### config.mk
export PLATFORM = sky130hd
export DESIGN_NAME = frac_reduce
export DESIGN_NICKNAME = d
export VERILOG_FILES = /design/src/rtl/frac_reduce_pkg.sv /design/src/rtl/div_seq.sv /design/src/rtl/frac_reduce.sv
export SDC_FILE = /design/constraint.sdc
export NUM_CORES = 1
export LEC_CHECK = 0
export ABC_CLOCK_PERIOD_IN_PS = 5900
export CORE_MARGIN = 5
export CORE_UTILIZATION = 60
export CTS_CLUSTER_DIAMETER = 60
export DETAILED_ROUTE_END_ITERATION = 10
export MAX_ROUTING_LAYER = met4
export PLACE_DENSITY_LB_ADDON = 0.1
export SLEW_MARGIN = 15
export SYNTH_ARGS = -nofsm -noshare
export SYNTH_HDL_FRONTEND = slang
export SYNTH_SLANG_ARGS = --single-unit
### constraint.sdc
create_clock -name clk -period 5.9 [get_ports clk]
set_input_delay 0.885 -clock clk [delete_from_list [all_inputs] [get_ports clk]]
set_output_delay 0.885 -clock clk [all_outputs]
set_load 0.03 [all_outputs]
### src/rtl/frac_reduce_pkg.sv
// Shared types and sizing helpers for the frac_reduce block (state encoding, iteration counter width).
package frac_reduce_pkg;

   typedef enum logic [1:0] {
      IDLE = 2'd0,
      DIVA = 2'd1,
      DIVB = 2'd2,
      DONE = 2'd3
   } state_e;

   localparam int W_DEFAULT = 8;
   localparam int CNT_W     = $clog2(W_DEFAULT + 1);

   function automatic int cnt_width(input int w);
      return $clog2(w + 1);
   endfunction

endpackage

### src/rtl/div_seq.sv
// Sequential restoring divider, one quotient bit per cycle, MSB first (W >= 2).
// The load cycle already resolves the first quotient bit, so W edges in total yield the result.
module div_seq
   import frac_reduce_pkg::*;
#(
   parameter int W = 8
) (
   input  logic         clk,
   input  logic         rst,
   input  logic         load,
   input  logic [W-1:0] dividend,
   input  logic [W-1:0] divisor,
   output logic         busy,
   output logic [W-1:0] quotient,
   output logic [W:0]   remainder
);

   localparam int CW = cnt_width(W);

   logic [W:0]    rem_q;
   logic [W-1:0]  quo_q;
   logic [W-1:0]  dvs_q;
   logic [CW-1:0] cnt_q;

   logic [W-1:0]  src_rem;
   logic [W-1:0]  src_q;
   logic [W-1:0]  src_dvs;
   logic [W:0]    sh;
   logic [W:0]    diff;
   logic [W:0]    rem_d;
   logic [W-1:0]  quo_d;
   logic          ge;

   // Quotient register doubles as the dividend shifter: its MSB feeds the remainder.
   always_comb begin
      src_rem = load ? '0 : rem_q[W-1:0];
      src_q   = load ? dividend : quo_q;
      src_dvs = load ? divisor : dvs_q;
      sh      = {src_rem, src_q[W-1]};
      diff    = sh - {1'b0, src_dvs};
      ge      = (sh >= {1'b0, src_dvs});
      rem_d   = ge ? diff : sh;
      quo_d   = {src_q[W-2:0], ge};
   end

   always_ff @(posedge clk or negedge rst) begin
      if (!rst) begin
         rem_q <= '0;
         quo_q <= '0;
         dvs_q <= '0;
         cnt_q <= '0;
      end else if (load) begin
         rem_q <= rem_d;
         quo_q <= quo_d;
         dvs_q <= divisor;
         cnt_q <= CW'(W - 1);
      end else if (busy) begin
         rem_q <= rem_d;
         quo_q <= quo_d;
         cnt_q <= cnt_q - 1'b1;
      end
   end

   assign busy      = (cnt_q != '0);
   assign quotient  = quo_q;
   assign remainder = rem_q;

endmodule

### src/rtl/frac_reduce.sv
// Reduces A/B to lowest terms by dividing both by the upstream GCD G, start/done handshake.
// Optional FRAC_REDUCE_CHECK_EN: flags err when either division leaves a nonzero remainder.
module frac_reduce
   import frac_reduce_pkg::*;
#(
   parameter int W = 8
) (
   input  logic         clk,
   input  logic         rst,
   input  logic         start,
   input  logic [W-1:0] A,
   input  logic [W-1:0] B,
   input  logic [W-1:0] G,
   output logic         done,
   output logic [W-1:0] N,
   output logic [W-1:0] D,
   output logic         err
);

`ifdef FRAC_REDUCE_CHECK_EN
   localparam bit CHK_EN = 1'b1;
`else
   localparam bit CHK_EN = 1'b0;
`endif

   state_e        st_q, st_d;
   logic [W-1:0]  b_q, g_q, n_q, d_q;
   logic          err_q, rem_bad_q;

   logic          load;
   logic [W-1:0]  dividend, divisor;
   logic          busy;
   logic [W-1:0]  quo;
   logic [W:0]    rem;

   div_seq #(.W(W)) u_div (
      .clk       (clk),
      .rst       (rst),
      .load      (load),
      .dividend  (dividend),
      .divisor   (divisor),
      .busy      (busy),
      .quotient  (quo),
      .remainder (rem)
   );

   // A/G is loaded straight from the ports on the capture edge; B/G reuses the divider after.
   always_comb begin
      st_d     = st_q;
      load     = 1'b0;
      dividend = A;
      divisor  = G;
      case (st_q)
         IDLE: begin
            if (start) begin
               load = (G != '0);
               st_d = (G == '0) ? DONE : DIVA;
            end
         end
         DIVA: begin
            if (!busy) begin
               load     = 1'b1;
               dividend = b_q;
               divisor  = g_q;
               st_d     = DIVB;
            end
         end
         DIVB: begin
            if (!busy) st_d = DONE;
         end
         DONE: begin
            if (!start) st_d = IDLE;
         end
         default: st_d = IDLE;
      endcase
   end

   always_ff @(posedge clk or negedge rst) begin
      if (!rst) begin
         st_q      <= IDLE;
         b_q       <= '0;
         g_q       <= '0;
         n_q       <= '0;
         d_q       <= '0;
         err_q     <= 1'b0;
         rem_bad_q <= 1'b0;
      end else begin
         st_q <= st_d;
         case (st_q)
            IDLE: begin
               if (start) begin
                  b_q       <= B;
                  g_q       <= G;
                  rem_bad_q <= 1'b0;
                  if (G == '0) begin
                     n_q   <= A;
                     d_q   <= B;
                     err_q <= 1'b1;
                  end else begin
                     err_q <= 1'b0;
                  end
               end
            end
            DIVA: begin
               if (!busy) begin
                  n_q       <= quo;
                  rem_bad_q <= CHK_EN && (rem != '0);
               end
            end
            DIVB: begin
               if (!busy) begin
                  d_q   <= quo;
                  err_q <= CHK_EN && (rem_bad_q || (rem != '0));
               end
            end
            default: ;
         endcase
      end
   end

   assign done = (st_q == DONE);
   assign N    = n_q;
   assign D    = d_q;
   assign err  = err_q;

endmodule

==> flow_summary.yaml <==
outcome:
  run_status: "finished, final reports clean"
cts:
  clk_latency_ns: 0.34
  cts_sinks: 63
  cts_tree: "built"
  clockBufferDepth: 2
  cts_hold_buf: 0
  cts-htree-levels: 3
  numCtsBuffers: 9
  ctsRootBufferMaster: "clkbuf_8"
  cts.repair.resized: 0
  clkTransAtPathRegs_ns: 0.07
  cts_setup_buffers: 0
global_route:
  antenna_found_initial: 0
  grt_most_used_layer: "met2"
  use_met1: 0.280
  grt_pass1_vias: 2730
  grt_pass1_wl_um: 13000
  grt_overflow_total: 0
  grt_max_degree: 64
  met2_usage: 0.364
  grt_usage: 0.232
  use_met3: 0.0442
synthesis:
  synth_fp_nets: 377
  synth_ff_type: "dfrtp_1"
  ys.warnings.count: 0
  synth.most_common_cell: "dfrtp_1"
  yosysSeqAreaShare: 0.457
  synth-edff-count: 0
  ys_types: 55
  synth_top_area_frac: 0.457
  synth_top_cell_by_area: "dfrtp_1"
  syn_inst: 335
  synth_area_per_cell_um2: 10.3
  synthTopCellsByCount: "dfrtp_1, nor2_1, mux2i_1"
  synth_area_leaders: "dfrtp_1, mux2i_1, mux2_2, ha_1, nor2_1"
  ys_ff_latch: 63
  synth.cell_area_um2: 3450
  synth_async_sr_flop_share: 1.00
placement:
  place_area_um2: 3920
  placed_cells: 438
  hpwlAfterDp_um: 5620
  port_buffers: 44
  dp_slack_ns: 1.02
  place_congestion: 1.04
timing:
  period_needed_ns: 4.59
  rsz0062_at_grt: "no"
  tns_ns: 0
  worstMarginPinSlew_ns: 0.813
  fin_crit_sh: 0.778
  fin_skew_ns: 0.0106
  slew_viol_final: 0
  max_freq_mhz: 218
  worst_slack_ns: 1.31
  setup_viol: 0
  final_hold_viol_count: 0
  relSlewSlack: 0.458
setup_path:
  crit_buf_inv: 3
  worst_setup_path_start_kind: "input port"
  crit_top_cell: "a21oi_1"
  reg2reg_slack_ns: 1.53
  critPathArrivalTime_ns: 4.86
  worst-setup-path-type: "input port to flop"
  cp_cell_sequence: "clkdlybuf4s50_1 -> or4_4 -> o21ai_4 -> nand2_1 -> a21oi_1 -> inv_1 -> ha_1 -> or2_2 -> a31oi_1 -> a21oi_1 -> a221oi_2 -> buf_4 -> mux2_4 -> a21oi_2"
  path_max_fanout: 17
  worstPathRequired_ns: 6.17
  reg2reg_to: "u_div.remainder[0]$_DFFE_PN0P_"
  cpLargestDelayFamily: "compound AO/OA/AOI/OAI gates"
  crit_path_top_delay_cell: "or4_4"
  r2r_cells: 15
  crit_path_end: "u_div.remainder[0]$_DFFE_PN0P_"
  cp.depth: 14
  cpPeakStageDelay_ns: 0.58
  endpoint_kind: "flop"
  timing.rr.start: "st_q[1]$_DFFE_PN0P_"
  startpoint: "G[4]"
finish:
  postLayoutCellArea_um2: 4150
  diodes: 0
  instances_no_fill: 454
  nFillCells: 416
  area_growth_syn_to_layout_pct: 20.3
  drive_gt1_frac: 0.144
  fin_nets: 419
floorplanning:
  die_area_um2: 7360
  rows: 27
  die_w_um: 85.8
  pin_count: 45
  coreArea_um2: 5540
  die_h_um: 85.8
  initial_core_util: 0.622
hold_path:
  hold_class: "flop to flop"
detailed_routing:
  finalWirelength_um: 7770
  avgViaCountPerCell: 5.87
  ant_nets: 0
  wire_per_inst_um: 17.1
  dr_total_vias: 2664
  drtIter0Drc: 125
  firstDrtPassIters: 4
  post-route-drc-count: 0
job:
  cap_violations: 0
power_and_ir_drop:
  power.switching_mw: 1.17
  max-vdd-ir-drop_mv: 0.495
  seqPwrFrac: 0.285
  powerDensity_nw_per_um2: 673
  power_frac_comb: 0.559
  power.static_leakage_nw: 1.81
  p_int_mw: 1.62
  p_clk_frac: 0.155
  switching_share: 0.418
[metrics by stage]
stage / power [mW] / util / hold WS, ns
global placement: 2.30 / 0.707 / 0.454
CTS: 2.79 / 0.748 / 0.481
global route: 3.01 / 0.748 / 0.515
floorplan: 1.96 / - / 0.441
detailed placement: 2.35 / 0.707 / 0.459
finish: 2.79 / 0.748 / 0.480
[cells by family (layout without fill, tap and decap cells)]
| family | Yosys count | after routing | synth area share |
|---|---|---|---|
| DFF | 63 | 63 | 0.457 |
| buffers and inverters | 31 | 78 | 0.0396 |
| AOI/OAI and AO/OA | 80 | 80 | 0.164 |
| and+or+nand+nor | 98 | 98 | 0.137 |
| muxes | 45 | 45 | 0.138 |
| adders and majority gates | 15 | 15 | 0.0566 |
| xor gates and xnor gates | 3 | 3 | 0.00762 |
[placed cells by master (no fill, tap or decap), types with 3 or more instances in the layout]
cell type and n:
mux2_2 17, o21ai_0 12, a21oi_1 26, and3_1 6, nand2_1 15, clkbuf_8 11, o21bai_1 3, inv_1 15
a21o_1 7, a31oi_1 3, or3_1 3, ha_1 14, buf_4 3, a221o_1 4, clkdlybuf4s50_1 43, nor3_1 7
mux2i_1 27, dfrtp_1 63, a22o_1 3, o221a_2 4, nor2_1 45, nand3_1 5
[worst min path at each step]
stage / start / endpoint / slack, ns / cells past startpoint
global placement: u_div.remainder[2]$_DFFE_PN0P_ / u_div.remainder[2]$_DFFE_PN0P_ / 0.45 / 2
detailed placement: u_div.remainder[5]$_DFFE_PN0P_ / u_div.remainder[5]$_DFFE_PN0P_ / 0.46 / 2
finish: u_div.remainder[5]$_DFFE_PN0P_ / u_div.remainder[5]$_DFFE_PN0P_ / 0.48 / 2
global route: u_div.remainder[2]$_DFFE_PN0P_ / u_div.remainder[2]$_DFFE_PN0P_ / 0.51 / 2
CTS: u_div.remainder[5]$_DFFE_PN0P_ / u_div.remainder[5]$_DFFE_PN0P_ / 0.48 / 2
floorplan: u_div.remainder[5]$_DFFE_PN0P_ / u_div.remainder[5]$_DFFE_PN0P_ / 0.44 / 2
[flip-flops by register name (all words and copies together) (netlist names)]
| register | count |
|---|---|
| u_div.cnt_q | 4 |
| u_div.quotient | 8 |
| D | 8 |
| u_div.dvs_q | 8 |
| err | 1 |
| g_q | 8 |
| u_div.remainder | 8 |
| N | 8 |
| st_q | 2 |
| b_q | 8 |
[worst min-delay path: stages, from the launching register on]
cell	delay, ns
dfrtp_1	0.34
nand2_1	0.05
nand3_1	0.06
[area by class of cell]
cell class	count	area (um^2)	share of cell area
inverter	15	56.3	0.0136
timing repair buffer	47	458	0.110
tap	72	90.1	0.0217
clock inverter	5	80.1	0.0193
sequential	63	1580	0.380
clock buffer	11	151	0.0365
multi-input combinational	241	1730	0.418
[routing by layer]
layer  routed length [um]  vias to the layer above
met2                 3590                       96
met3                  420                       28
met5                    0                        -
met4                  318                        0
met1                 3430                     1253
li1                     -                     1287
[power by group through the flow]
stage                     sequential (mW)  clock [mW]  combinational, mW
after floorplan                     0.871           0               1.09
after global placement              0.792           0               1.50
after detailed placement            0.802           0               1.55
after CTS                           0.796       0.438               1.55
after global routing                0.825       0.460               1.72
final                               0.796       0.433               1.56
(Power assumes the default switching activity.)
